## src/rtl/aes_pkg.sv

```systemverilog
// Shared AES definitions: datapath widths, the state word type and the
// FSM encoding used by the sequential InvSubBytes engine.
package aes_pkg;

    localparam int AES_STATE_W = 128;
    localparam int AES_BYTE_W  = 8;
    localparam int AES_NBYTES  = 16;

    typedef logic [AES_STATE_W-1:0] aes_state_t;

    typedef enum logic [1:0] {
        ST_IDLE = 2'd0,
        ST_BUSY = 2'd1,
        ST_DONE = 2'd2
    } isb_state_e;

    // Bit position of the least significant bit of byte byte_idx in a state word.
    function automatic logic [6:0] byte_lsb(input logic [3:0] byte_idx);
        return {byte_idx, 3'b000};
    endfunction

endpackage

```

## src/rtl/inv_sbox.sv

```systemverilog
// Combinational AES inverse S-box: one byte in, one byte out.
// The table is stored with entry 0x00 in the most significant byte.
module inv_sbox
    import aes_pkg::*;
(
    input  logic [AES_BYTE_W-1:0] sbox_in,
    output logic [AES_BYTE_W-1:0] sbox_out
);

    localparam logic [2047:0] INV_TABLE = {
        128'h52096ad53036a538bf40a39e81f3d7fb,
        128'h7ce339829b2fff87348e4344c4dee9cb,
        128'h547b9432a6c2233dee4c950b42fac34e,
        128'h082ea16628d924b2765ba2496d8bd125,
        128'h72f8f66486689816d4a45ccc5d65b692,
        128'h6c704850fdedb9da5e154657a78d9d84,
        128'h90d8ab008cbcd30af7e45805b8b34506,
        128'hd02c1e8fca3f0f02c1afbd0301138a6b,
        128'h3a9111414f67dcea97f2cfcef0b4e673,
        128'h96ac7422e7ad3585e2f937e81c75df6e,
        128'h47f11a711d29c5896fb7620eaa18be1b,
        128'hfc563e4bc6d279209adbc0fe78cd5af4,
        128'h1fdda8338807c731b11210592780ec5f,
        128'h60517fa919b54a0d2de57a9f93c99cef,
        128'ha0e03b4dae2af5b0c8ebbb3c83539961,
        128'h172b047eba77d626e169146355210c7d
    };

    // Table lookup: entry n sits at bits [2047-8n -: 8], i.e. {~n, 3'b111}.
    always_comb begin
        sbox_out = INV_TABLE[{~sbox_in, 3'b111} -: AES_BYTE_W];
    end

endmodule

```

## src/rtl/inv_sub_bytes_seq.sv

```systemverilog
// Sequential AES InvSubBytes engine. Captures a 128-bit state on a
// valid/ready handshake, substitutes LANES bytes per clock (lowest bytes
// first) through shared inverse S-boxes and presents the result until the
// downstream accepts it. The DONE cycle can overlap the next capture.
module inv_sub_bytes_seq
    import aes_pkg::*;
#(
    parameter int LANES = 4
)
(
    input  logic                   clk,
    input  logic                   rst,
    input  logic                   in_valid,
    output logic                   in_ready,
    input  logic [AES_STATE_W-1:0] in_state,
    output logic                   out_valid,
    input  logic                   out_ready,
    output logic [AES_STATE_W-1:0] out_state,
    output logic                   busy
);

    localparam int NBEAT = AES_NBYTES / LANES;
    localparam int CNT_W = (NBEAT > 1) ? $clog2(NBEAT) : 1;
    localparam logic [CNT_W-1:0] CNT_ZERO = {CNT_W{1'b0}};
    localparam logic [CNT_W-1:0] CNT_ONE  = CNT_W'(1'b1);
    localparam logic [CNT_W-1:0] CNT_LAST = CNT_W'(NBEAT - 1);

    isb_state_e             state_r;
    isb_state_e             state_s;
    logic [CNT_W-1:0]       cnt_r;
    logic [CNT_W-1:0]       cnt_s;
    logic [AES_STATE_W-1:0] buf_r;
    logic [AES_STATE_W-1:0] buf_s;
    logic [AES_STATE_W-1:0] out_state_r;
    logic [AES_STATE_W-1:0] out_state_s;
    logic [3:0]             lane_idx_s [LANES];
    logic [AES_BYTE_W-1:0]  sb_in_s    [LANES];
    logic [AES_BYTE_W-1:0]  sb_out_s   [LANES];
    logic                   last_beat_s;

    // Lane mux: select the LANES bytes handled in the current beat.
    always_comb begin
        for (int k = 0; k < LANES; k++) begin
            lane_idx_s[k] = 4'(int'(cnt_r) * LANES + k);
            sb_in_s[k]    = buf_r[byte_lsb(lane_idx_s[k]) +: AES_BYTE_W];
        end
        last_beat_s = (cnt_r == CNT_LAST);
    end

    for (genvar g = 0; g < LANES; g++) begin : g_lane
        inv_sbox u_inv_sbox (
            .sbox_in  (sb_in_s[g]),
            .sbox_out (sb_out_s[g])
        );
    end

    // FSM state register.
    always_ff @(posedge clk or posedge rst) begin
        if (rst) begin
            state_r <= ST_IDLE;
        end else begin
            state_r <= state_s;
        end
    end

    // FSM next-state decode.
    always_comb begin
        state_s = state_r;
        case (state_r)
            ST_IDLE: begin
                if (in_valid) begin
                    state_s = ST_BUSY;
                end else begin
                    state_s = ST_IDLE;
                end
            end
            ST_BUSY: begin
                if (last_beat_s) begin
                    state_s = ST_DONE;
                end else begin
                    state_s = ST_BUSY;
                end
            end
            ST_DONE: begin
                if (out_ready && in_valid) begin
                    state_s = ST_BUSY;
                end else if (out_ready) begin
                    state_s = ST_IDLE;
                end else begin
                    state_s = ST_DONE;
                end
            end
            default: begin
                state_s = ST_IDLE;
            end
        endcase
    end

    // FSM output decode; in_ready follows out_ready only while a result is held.
    always_comb begin
        in_ready  = 1'b0;
        out_valid = 1'b0;
        busy      = 1'b0;
        case (state_r)
            ST_IDLE: begin
                in_ready = 1'b1;
            end
            ST_BUSY: begin
                busy = 1'b1;
            end
            ST_DONE: begin
                in_ready  = out_ready;
                out_valid = 1'b1;
            end
            default: begin
                in_ready  = 1'b0;
                out_valid = 1'b0;
                busy      = 1'b0;
            end
        endcase
    end

    // Datapath next values: capture, per-beat lane demux, result latch.
    always_comb begin
        buf_s       = buf_r;
        cnt_s       = cnt_r;
        out_state_s = out_state_r;
        case (state_r)
            ST_IDLE: begin
                if (in_valid) begin
                    buf_s = in_state;
                    cnt_s = CNT_ZERO;
                end else begin
                    buf_s = buf_r;
                    cnt_s = cnt_r;
                end
            end
            ST_BUSY: begin
                for (int k = 0; k < LANES; k++) begin
                    buf_s[byte_lsb(lane_idx_s[k]) +: AES_BYTE_W] = sb_out_s[k];
                end
                if (last_beat_s) begin
                    cnt_s       = CNT_ZERO;
                    out_state_s = buf_s;
                end else begin
                    cnt_s       = cnt_r + CNT_ONE;
                    out_state_s = out_state_r;
                end
            end
            ST_DONE: begin
                if (out_ready && in_valid) begin
                    buf_s = in_state;
                    cnt_s = CNT_ZERO;
                end else begin
                    buf_s = buf_r;
                    cnt_s = cnt_r;
                end
            end
            default: begin
                buf_s       = buf_r;
                cnt_s       = CNT_ZERO;
                out_state_s = out_state_r;
            end
        endcase
    end

    // Datapath registers; reset discards any partial result.
    always_ff @(posedge clk or posedge rst) begin
        if (rst) begin
            buf_r       <= {AES_STATE_W{1'b0}};
            cnt_r       <= CNT_ZERO;
            out_state_r <= {AES_STATE_W{1'b0}};
        end else begin
            buf_r       <= buf_s;
            cnt_r       <= cnt_s;
            out_state_r <= out_state_s;
        end
    end

    assign out_state = out_state_r;

endmodule

```

## config.mk

```make
export PLATFORM = sky130hd
export DESIGN_NAME = inv_sub_bytes_seq
export DESIGN_NICKNAME = d
export VERILOG_FILES = /design/src/rtl/aes_pkg.sv /design/src/rtl/inv_sbox.sv /design/src/rtl/inv_sub_bytes_seq.sv
export SDC_FILE = /design/constraint.sdc
export NUM_CORES = 1
export LEC_CHECK = 0
export ABC_AREA = 0
export ABC_CLOCK_PERIOD_IN_PS = 14300
export CAP_MARGIN = 5
export CELL_PAD_IN_SITES_DETAIL_PLACEMENT = 1
export CELL_PAD_IN_SITES_GLOBAL_PLACEMENT = 1
export CORE_MARGIN = 4
export CORE_UTILIZATION = 40
export DETAILED_ROUTE_END_ITERATION = 12
export PLACE_DENSITY_LB_ADDON = 0.3
export RECOVER_POWER = 25
export REMOVE_ABC_BUFFERS = 1
export SLEW_MARGIN = 20
export SYNTH_ARGS = -nofsm -noshare
export SYNTH_HDL_FRONTEND = slang
export SYNTH_SLANG_ARGS = --single-unit
export TNS_END_PERCENT = 5
```

## constraint.sdc

```tcl
create_clock -name clk -period 14.3 [get_ports clk]
set_input_delay 1.43 -clock clk [delete_from_list [all_inputs] [get_ports clk]]
set_output_delay 1.43 -clock clk [all_outputs]
set_load 0.01 [all_outputs]
```

# Word-level counts from Yosys, hierarchy flattened

Index checks and enable logic that the tools add are counted.

Shifts and indexed selects: 16
Add/subtract/negate cells: 8
Reduce and logical (&&, ||, !) cells: 6
Equality and inequality tests: 5
Bitwise gates (word level): 4
Muxes and demuxes: 19

Operator list:

| operator                   | number |
|---|---|
| $shiftx 2055x12->8 const A | 4 |
| $bwmux 128                 | 4 |
| $shift 8x9->128 const A    | 4 |
| $shiftx 128x8->8           | 4 |
| $shiftx 8x9->128           | 4 |
| $pmux 128 s3               | 1 |
| $mux 128                   | 2 |
| $neg 7->9                  | 4 |
| $not 8->8                  | 4 |
| $mux 2                     | 6 |
| $pmux 2 s3                 | 2 |
| $add 4x2->4 const B        | 2 |
| $add 4x1->4 const B        | 1 |
| $eq 2x2->1 const B         | 2 |
| $ne 2x2->1 const B         | 2 |
| $reduce_and 2->1           | 2 |
| $mux 1                     | 3 |
| $reduce_and 3->1           | 1 |
| $reduce_bool 3->1          | 1 |
| $add 2x1->2 const B        | 1 |
| $eq 2x1->1 const B         | 1 |
| $logic_not 2->1            | 1 |
| $pmux 1 s2                 | 1 |
| $logic_and 1x1->1          | 1 |

Register bits: 260
Output and inout port bits: 131
Word-level logic and storage cells: 62
Input port bits: 132

# Depth between registers and ports, before layout

Gate-level depths: netlist (run 1).

Word-level depth: 9
Gate-level depth with buffers: 16
Mapped depth without buffers: 11

# Cells and area by module

A second synthesis (run 1) with hierarchy kept.

Cells, all modules: 3497
Area, all modules: 26598.0 um^2

Modules (own cells, without submodules):

| module                              | cells an instance | instances | sequential area each (um^2) | area each (um^2) |
|---|---|---|---|---|
| inv_sub_bytes_seq                   | 1280              | 1         | 6506.2                      | 12562.0 |
| inv_sbox (g_lane[1].u_inv_sbox ...) | 549               | 3         | 0.0                         | 3489.6 |
| inv_sbox (g_lane[0].u_inv_sbox)     | 570               | 1         | 0.0                         | 3567.2 |

# Worst setup path after synthesis (run 1)

Ideal clock, no wire load.

Kind: register to register
Start: register cnt_r[0]
End: register buf_r[104]
Stages on the path, launching flop included: 15
Path buffers: 5
Slack: 10.222 ns
Clock period less this slack: 4.078 ns
Data arrival time: 3.924 ns
Library setup time: 0.154 ns
Data required time: 14.146 ns
Path through: dfrtp_1 -> buf_6 -> buf_6 -> mux4_2 -> clkbuf_1 -> buf_1 -> inv_1 -> ha_1 -> clkbuf_1 -> nor2_1 -> mux2_2 -> nor3_1 -> or3_1 -> o311ai_1 -> o31ai_1

Longest elaborated chain between the ends: 9
Elaborated cells between the ends (all ways): 32
Those cells by class: add/sub (7); shift (16); mux (5); bitwise (4)

Ends and longest elaborated chain:

| item                                                          | RTL line                                         | RTL |
|---|---|---|
| start, declared                                               | inv_sub_bytes_seq.sv:30                          | `logic [CNT_W-1:0] cnt_r;` |
| start signal, assigned                                        | inv_sub_bytes_seq.sv:175                         | `cnt_r <= cnt_s;` |
| $add 4x1->4 / $shiftx 128x8->8 (equally long branches)        | inv_sub_bytes_seq.sv:44, inv_sub_bytes_seq.sv:45 |  |
| $shiftx 128x8->8 / $not 8->8 (equally long branches)          | inv_sub_bytes_seq.sv:45, inv_sbox.sv:31          |  |
| $not 8->8 / $shiftx 2055x12->8 (equally long branches)        | inv_sbox.sv:31                                   | `sbox_out = INV_TABLE[{~sbox_in, 3'b111} -: AES_BYTE_W];` |
| $shiftx 2055x12->8 / $shiftx 8x9->128 (equally long branches) | inv_sbox.sv:31, inv_sub_bytes_seq.sv:140         |  |
| $shiftx 8x9->128 / $bwmux 128 (equally long branches)         | inv_sub_bytes_seq.sv:140                         | `buf_s[byte_lsb(lane_idx_s[k]) +: AES_BYTE_W] = sb_out_s[k];` |
| $bwmux 128 (2 in a row)                                       | inv_sub_bytes_seq.sv:140                         |  |
| $bwmux 128 (*)                                                | inv_sub_bytes_seq.sv:140                         |  |
| $pmux 128 s3 (*)                                              | inv_sub_bytes_seq.sv:128                         | `case (state_r)` |
| end signal, assigned                                          | inv_sub_bytes_seq.sv:170                         | `buf_r <= {AES_STATE_W{1'b0}};` |
| end signal, assigned                                          | inv_sub_bytes_seq.sv:174                         | `buf_r <= buf_s;` |
| end, declared                                                 | inv_sub_bytes_seq.sv:32                          | `logic [AES_STATE_W-1:0] buf_r;` |

Mark *: on every way between the ends. The rest lies on a longest branch, timed or not.
A chain may end at the register's enable or synchronous reset.

==> flow_metrics.env, run 1 <==
export IMPL_status="finished, violations left"
export IMPL_violations="capacitance limit, slew limit"
export IMPL_io_buffers=262
export IMPL_dieArea_mm2=0.06948
export IMPL_crit_path_top_delay_cell="clkinvlp_2"
export IMPL_crit_chain="dlygate4sd3_1, clkinvlp_2, clkbuf_1, buf_4"
export IMPL_die_x_um=263.6
export IMPL_worst_path_buf_inv=4
export IMPL_cp_end_kind="async pin"
export IMPL_fin_crit_sh_pct=60.17
export IMPL_finalMaxSlewViolations=198
export IMPL_finish_instance_area_mm2=0.02961
export IMPL_start_kind="input port"
export IMPL_initial_utilization_pct=40.46
export IMPL_path_class="input port to async pin"
export IMPL_drc_errors=0
export IMPL_gp_congestion=1.024
export IMPL_fin_nets=3418
export IMPL_yosys_area_top_type_share_pct=24.90
export IMPL_arrival_ns=9.11
export IMPL_vias_per_cell=7.395
export IMPL_synthFlopType="dfrtp_1"
export IMPL_critical_path_startpoint="rst"
export IMPL_ctsRootBufferMaster="clkbuf_16"
export IMPL_drive_gt1_share_pct=8.169
export IMPL_finalSetupTns_ns=0
export IMPL_tightest_slew_ns=6.723
export IMPL_final_common_cell="a21oi_1"
export IMPL_grt_pass1_vias=30190
export IMPL_synth_edf_count=0
export IMPL_cts_max_level=1
export IMPL_grt_overflow=0
export IMPL_post_cts_buffers=0
export IMPL_crit_required_ns=14.80
export IMPL_cts_buffers=29
export IMPL_cts_hold_buf=0
export IMPL_drt_wl_total_mm=140.0
export IMPL_rows=93
export IMPL_worstReg2RegStart="cnt_r[1]"
export IMPL_final_cell_mix="286 x a21oi_1, 263 x o21ai_0, 258 x dfrtp_1, 254 x clkdlybuf4s50_1, 196 x nand2_1"
export IMPL_clk_latency_ns=0.59
export IMPL_synth_area_per_cell_um2=8.062
export IMPL_finalHoldViolCount=0
export IMPL_fmax_ghz=0.1162
export IMPL_ant_nets=0
export IMPL_syn_cell_area_mm2=0.02613
export IMPL_maxSlewHeadroom_pct=-350.7
export IMPL_fin_worst_skew_ns=0.01400
export IMPL_clk_pin_slew_worst_paths_ns=0.06
export IMPL_rr_endpoint="out_state[92]"
export IMPL_drt_iter0_markers=4350
export IMPL_fin_ws_ns=5.696
export IMPL_core_area_mm2=0.06458
export IMPL_hpwl_mm=95.77
export IMPL_ys_top_cells_by_area="dfrtp_1 25%, a21oi_1 5.5%, o21ai_0 5.0%"
export IMPL_syn_inst=3241
export IMPL_period_needed_ns=8.604
export IMPL_place_ws_ns=8.309
export IMPL_cts_tree="built"
export IMPL_cp_top_family="buffers and inverters"
export IMPL_grt_pass1_wl_mm=206.9
export IMPL_numPlacedInstances=4045
export IMPL_final_cells=4106
export IMPL_synth_area_leader_cell="dfrtp_1"
export IMPL_rsz0062_at_grt="no"
export IMPL_grt_usage_pct=37.96
export IMPL_cp_endpoint="cnt_r[1]"
export IMPL_yosys_register_bits=260
export IMPL_regToRegSetupSlack_ns=7.92
export IMPL_grt_antenna_before_repair=8
export IMPL_filler_cell_count=7668
export IMPL_cts_buffer_depth=3
export IMPL_ctsResizeCount=0
export IMPL_wire_per_inst_um=34.10
export IMPL_async_flop_share_pct=100.0
export IMPL_yosysWarnings=0
export IMPL_areaGrowthSynthToFinish_pct=13.34
export IMPL_io_pin_count=263
export IMPL_grt_max_degree=143
export IMPL_ys_types=106
export IMPL_cap_violations=2
export IMPL_die_h_um=263.6
export IMPL_hp_class="register to register"
export IMPL_worstPathMaxFanout=142
export IMPL_reg2reg_depth=11
export IMPL_placed_cell_area_mm2=0.02862
export IMPL_cp_slowest_stage_delay_ns=3.70
export IMPL_cp_depth=4
export IMPL_finalSetupViolCount=0
export IMPL_cts_sinks=260
export IMPL_ys_seq_area_share_pct=24.90
export IMPL_via_count=30360
export IMPL_dr_pass1_iters=6
metrics by stage:
stage / hold WS [ns] / utilization [%]
CTS: 0.4892 / 45.84
finish: 0.4861 / 45.86
floorplan: 0.4804 / -
global placement: 0.4672 / 44.30
global route: 0.5214 / 45.85
detailed placement: 0.4760 / 44.31
layer usage:
layer	GRT usage [%]	share of wire [%]	vias up
li1	-	-	12580
met1	51.42	40	15310
met2	57.88	44	2042
met3	7.794	9.9	436
met4	18.31	5.7	2
met5	0	0.0050	-
cell families after synthesis:
family          synth area share [%]
mux                            8.969
fa+ha+maj                      3.112
buf+inv                        7.226
compound gates                 37.43
xor+xnor                      0.5028
simple gates                   17.87
flops                          24.90
worst min-delay path: stages (launching register included):
cell and delay [ns]:
dfrtp_1 0.35, nand2_1 0.05, o31ai_1 0.06
synth_stat cells (all sizes together) (12+ instances only):
library cell,n
clkbuf,214
o21a,18
a32oi,16
a22oi,111
o311ai,39
buf,150
nor3b,124
nor2b,35
a2111oi,20
o32ai,17
nor4,18
inv,50
o31ai,66
a21oi,290
dfrtp,260
or2,26
mux2i,102
o21ai,302
a31oi,41
and2,41
nor2,179
a221oi,57
mux4,36
nand3b,12
or3,13
nand2b,67
o211ai,65
nand3,65
nor3,47
a22o,14
o221ai,39
a211o,18
and3,21
o22ai,44
ha,65
a211oi,56
o2111ai,37
a221o,16
nand2,201
a21o,22
mux2,44
a311oi,32
registers in the layout, indices dropped and copies added (netlist names):
signal,flops
cnt_r,2
state_r,2
buf_r,128
out_state,128
worst min-delay path by stage:
stage / startpoint / end / cells past startpoint / slack [ns]
after floorplan: buf_r[72] / buf_r[72] / 2 / 0.48
after global placement: out_state[110] / out_state[110] / 2 / 0.47
after detailed placement: out_state[123] / out_state[123] / 2 / 0.48
after CTS: out_state[123] / out_state[123] / 2 / 0.49
after global routing: out_state[122] / out_state[122] / 2 / 0.52
final: out_state[104] / out_state[104] / 2 / 0.49
final cells by class:
cell class | count | area, µm² | area share (%)
repair buffers | 313 | 2998 | 10.12
inverters | 56 | 211.5 | 0.7140
multi-input cells | 2561 | 17820 | 60.16
clock inverters | 9 | 101.3 | 0.3422
diodes | 7 | 17.52 | 0.05915
flip-flops and latches | 260 | 6514 | 21.99
well taps | 855 | 1070 | 3.612
clock buffers | 45 | 885.9 | 2.991
Power of run 1 is not shown: default switching activity piles up to over one toggle a cycle in this logic, so the estimate is an artifact.
==> run 2, diff against run 1 <==
--- a/config.mk
+++ b/config.mk
@@ -6,7 +6,7 @@
 export NUM_CORES = 1
 export LEC_CHECK = 0
 export ABC_AREA = 0
-export ABC_CLOCK_PERIOD_IN_PS = 14300
+export ABC_CLOCK_PERIOD_IN_PS = 7200
 export CAP_MARGIN = 5
 export CELL_PAD_IN_SITES_DETAIL_PLACEMENT = 1
 export CELL_PAD_IN_SITES_GLOBAL_PLACEMENT = 1
==> constraint.sdc (replaced) <==
create_clock -name clk -period 7.2 [get_ports clk]
set_input_delay 0.72 -clock clk [delete_from_list [all_inputs] [get_ports clk]]
set_output_delay 0.72 -clock clk [all_outputs]
set_load 0.01 [all_outputs]
==> run 2 against run 1 <==
Compared with the run above:
- the run still ends with capacitance limit, slew limit left
- worst hold slack better by 0.0014 ns
- cell count hardly changed
- design area is 0.36% higher
- sequential share of layout area shrank 0.079 points
- global-route usage fell by 0.98 points
- flip-flop and latch count did not move
- clock skew hardly changed
- critical endpoint is now buf_r[96]
==> flow_metrics.env, run 2 (synthesis results as in run 1) <==
export IMPL_status="finished, violations left"
export IMPL_violations="capacitance limit, slew limit"
export IMPL_cp_top_family="compound AO/OA/AOI/OAI gates"
export IMPL_crit_required_ns=7.69
export IMPL_use_met3_pct=7.439
export IMPL_final_cell_mix="286 x a21oi_1, 263 x o21ai_0, 261 x clkdlybuf4s50_1, 258 x dfrtp_1, 197 x nand2_1"
export IMPL_grt_overflow=0
export IMPL_cap_violations=1
export IMPL_grtUsageMet1_pct=48.88
export IMPL_worstPathMaxFanout=41
export IMPL_wire_per_inst_um=33.23
export IMPL_io_buffers=262
export IMPL_finalSetupViolCount=0
export IMPL_rsz0062_at_grt="no"
export IMPL_place_ws_ns=1.517
export IMPL_rows=93
export IMPL_maxSlewHeadroom_pct=-211.7
export IMPL_dr_pass1_iters=8
export IMPL_grt_antenna_before_repair=8
export IMPL_drc_errors=0
export IMPL_die_x_um=263.6
export IMPL_clk_latency_ns=0.59
export IMPL_dieArea_mm2=0.06948
export IMPL_crit_path_top_delay_cell="dfrtp_4"
export IMPL_min_from="out_state[107]"
export IMPL_worstReg2RegStart="cnt_r[1]"
export IMPL_multiInputGateArea_mm2=0.01780
export IMPL_fin_crit_sh_pct=80.65
export IMPL_drive_gt1_share_pct=8.369
export IMPL_busiest_layer="met2"
export IMPL_cts_buffers=30
export IMPL_vias_per_cell=7.378
export IMPL_cp_slowest_stage_delay_ns=0.91
export IMPL_initial_utilization_pct=40.46
export IMPL_arrival_ns=6.29
export IMPL_cts_sinks=260
export IMPL_ctsRootBufferMaster="clkbuf_16"
export IMPL_tightest_slew_ns=4.675
export IMPL_post_cts_buffers=0
export IMPL_hp_class="register to register"
export IMPL_period_needed_ns=5.807
export IMPL_via_count=30320
export IMPL_cts_hold_buf=0
export IMPL_hpwl_mm=93.89
export IMPL_areaGrowthSynthToFinish_pct=13.74
export IMPL_final_common_cell="a21oi_1"
export IMPL_cp_end_kind="register"
export IMPL_filler_cell_count=7654
export IMPL_seqCellArea_mm2=0.006514
export IMPL_drt_iter0_markers=4394
export IMPL_cts_tree="built"
export IMPL_cts_max_level=1
export IMPL_grt_max_degree=203
export IMPL_ctsResizeCount=0
export IMPL_worst_path_buf_inv=3
export IMPL_cts_buffer_depth=3
export IMPL_finalHoldViolCount=0
export IMPL_grt_pass1_wl_mm=202.9
export IMPL_clk_pin_slew_worst_paths_ns=0.06
export IMPL_path_class="register to register"
export IMPL_gp_congestion=1.029
export IMPL_die_h_um=263.6
export IMPL_io_pin_count=263
export IMPL_fmax_ghz=0.1722
export IMPL_core_area_mm2=0.06458
export IMPL_use_met2_pct=57.03
export IMPL_grt_pass1_vias=30280
export IMPL_grt_usage_pct=36.98
export IMPL_critical_path_startpoint="cnt_r[1]"
export IMPL_ant_nets=0
export IMPL_finalMaxSlewViolations=115
export IMPL_fin_nets=3426
export IMPL_crit_chain="buf_4, mux4_2, inv_1, ha_1, clkinv_1, and2_1, o311ai_0, o2111ai_1, o311ai_1, o221ai_1, o21ai_0"
export IMPL_drt_wl_total_mm=136.6
export IMPL_start_kind="register"
export IMPL_fin_ws_ns=1.393
export IMPL_fin_worst_skew_ns=0.01407
-- run 2: cell count changes in the layout (fill, tap and decap cells not counted), sizes merged, moves of 3 or more --
cell           delta
clkbuf            -3
clkinv            +3
dlygate4sd3       -7
clkinvlp          -3
clkdlybuf4s50     +7
diode             -3
buf               +8
-- run 2: final cells by class --
class	instances	share of cell area [%]
multi-input combinational	2561	59.90
sequential	260	21.92
timing repair buffer	320	10.41
tap	855	3.599
clock buffer	43	3.027
inverter	56	0.7073
clock inverter	10	0.4126
antenna	4	0.03368
-- run 2: through the flow --
step | setup TNS, ns | cells | hold WS (ns) | instance area (µm²) | utilization (%)
6_report | 0 | 4109 | 0.4875 | 29720 | 46.02
5_1_grt | 0 | 4108 | 0.5073 | 29720 | 46.02
4_1_cts | 0 | 4104 | 0.4925 | 29710 | 46.01
3_5_place_dp | 0 | 4051 | 0.4714 | 28690 | 44.43
3_3_place_gp | 0 | 4051 | 0.4705 | 28690 | 44.43
2_1_floorplan | -178.67 | 2877 | 0.4804 | 24450 | -
-- run 2: metal layers --
layer,part of all wire [%],up-vias
met2,44,2142
met3,10,499
met4,6.4,8
li1,-,12570
met1,39,15090
met5,0.042,-
-- run 2: final timing paths --
kind | cells past startpoint | slack, ns | end
worst min-delay path | 2 | 0.49 | out_state[107]
worst max-delay path | 11 | 1.39 | buf_r[96]
worst min register to register | 2 | 0.49 | out_state[107]
worst max register to register | 11 | 1.39 | buf_r[96]
min in group asynchronous | 2 | 2.37 | out_state[15]
max in group asynchronous | 2 | 2.14 | buf_r[19]
-- run 2: worst register-to-register path, stage by stage (launching register included) --
cell and delay, ns:
dfrtp_4 0.91, buf_4 0.49, mux4_2 0.76, inv_1 0.44, ha_1 0.83, clkinv_1 0.44, and2_1 0.32, o311ai_0 0.35
o2111ai_1 0.21, o311ai_1 0.22, o221ai_1 0.42, o21ai_0 0.31
Power of run 2 is left out for the same reason.
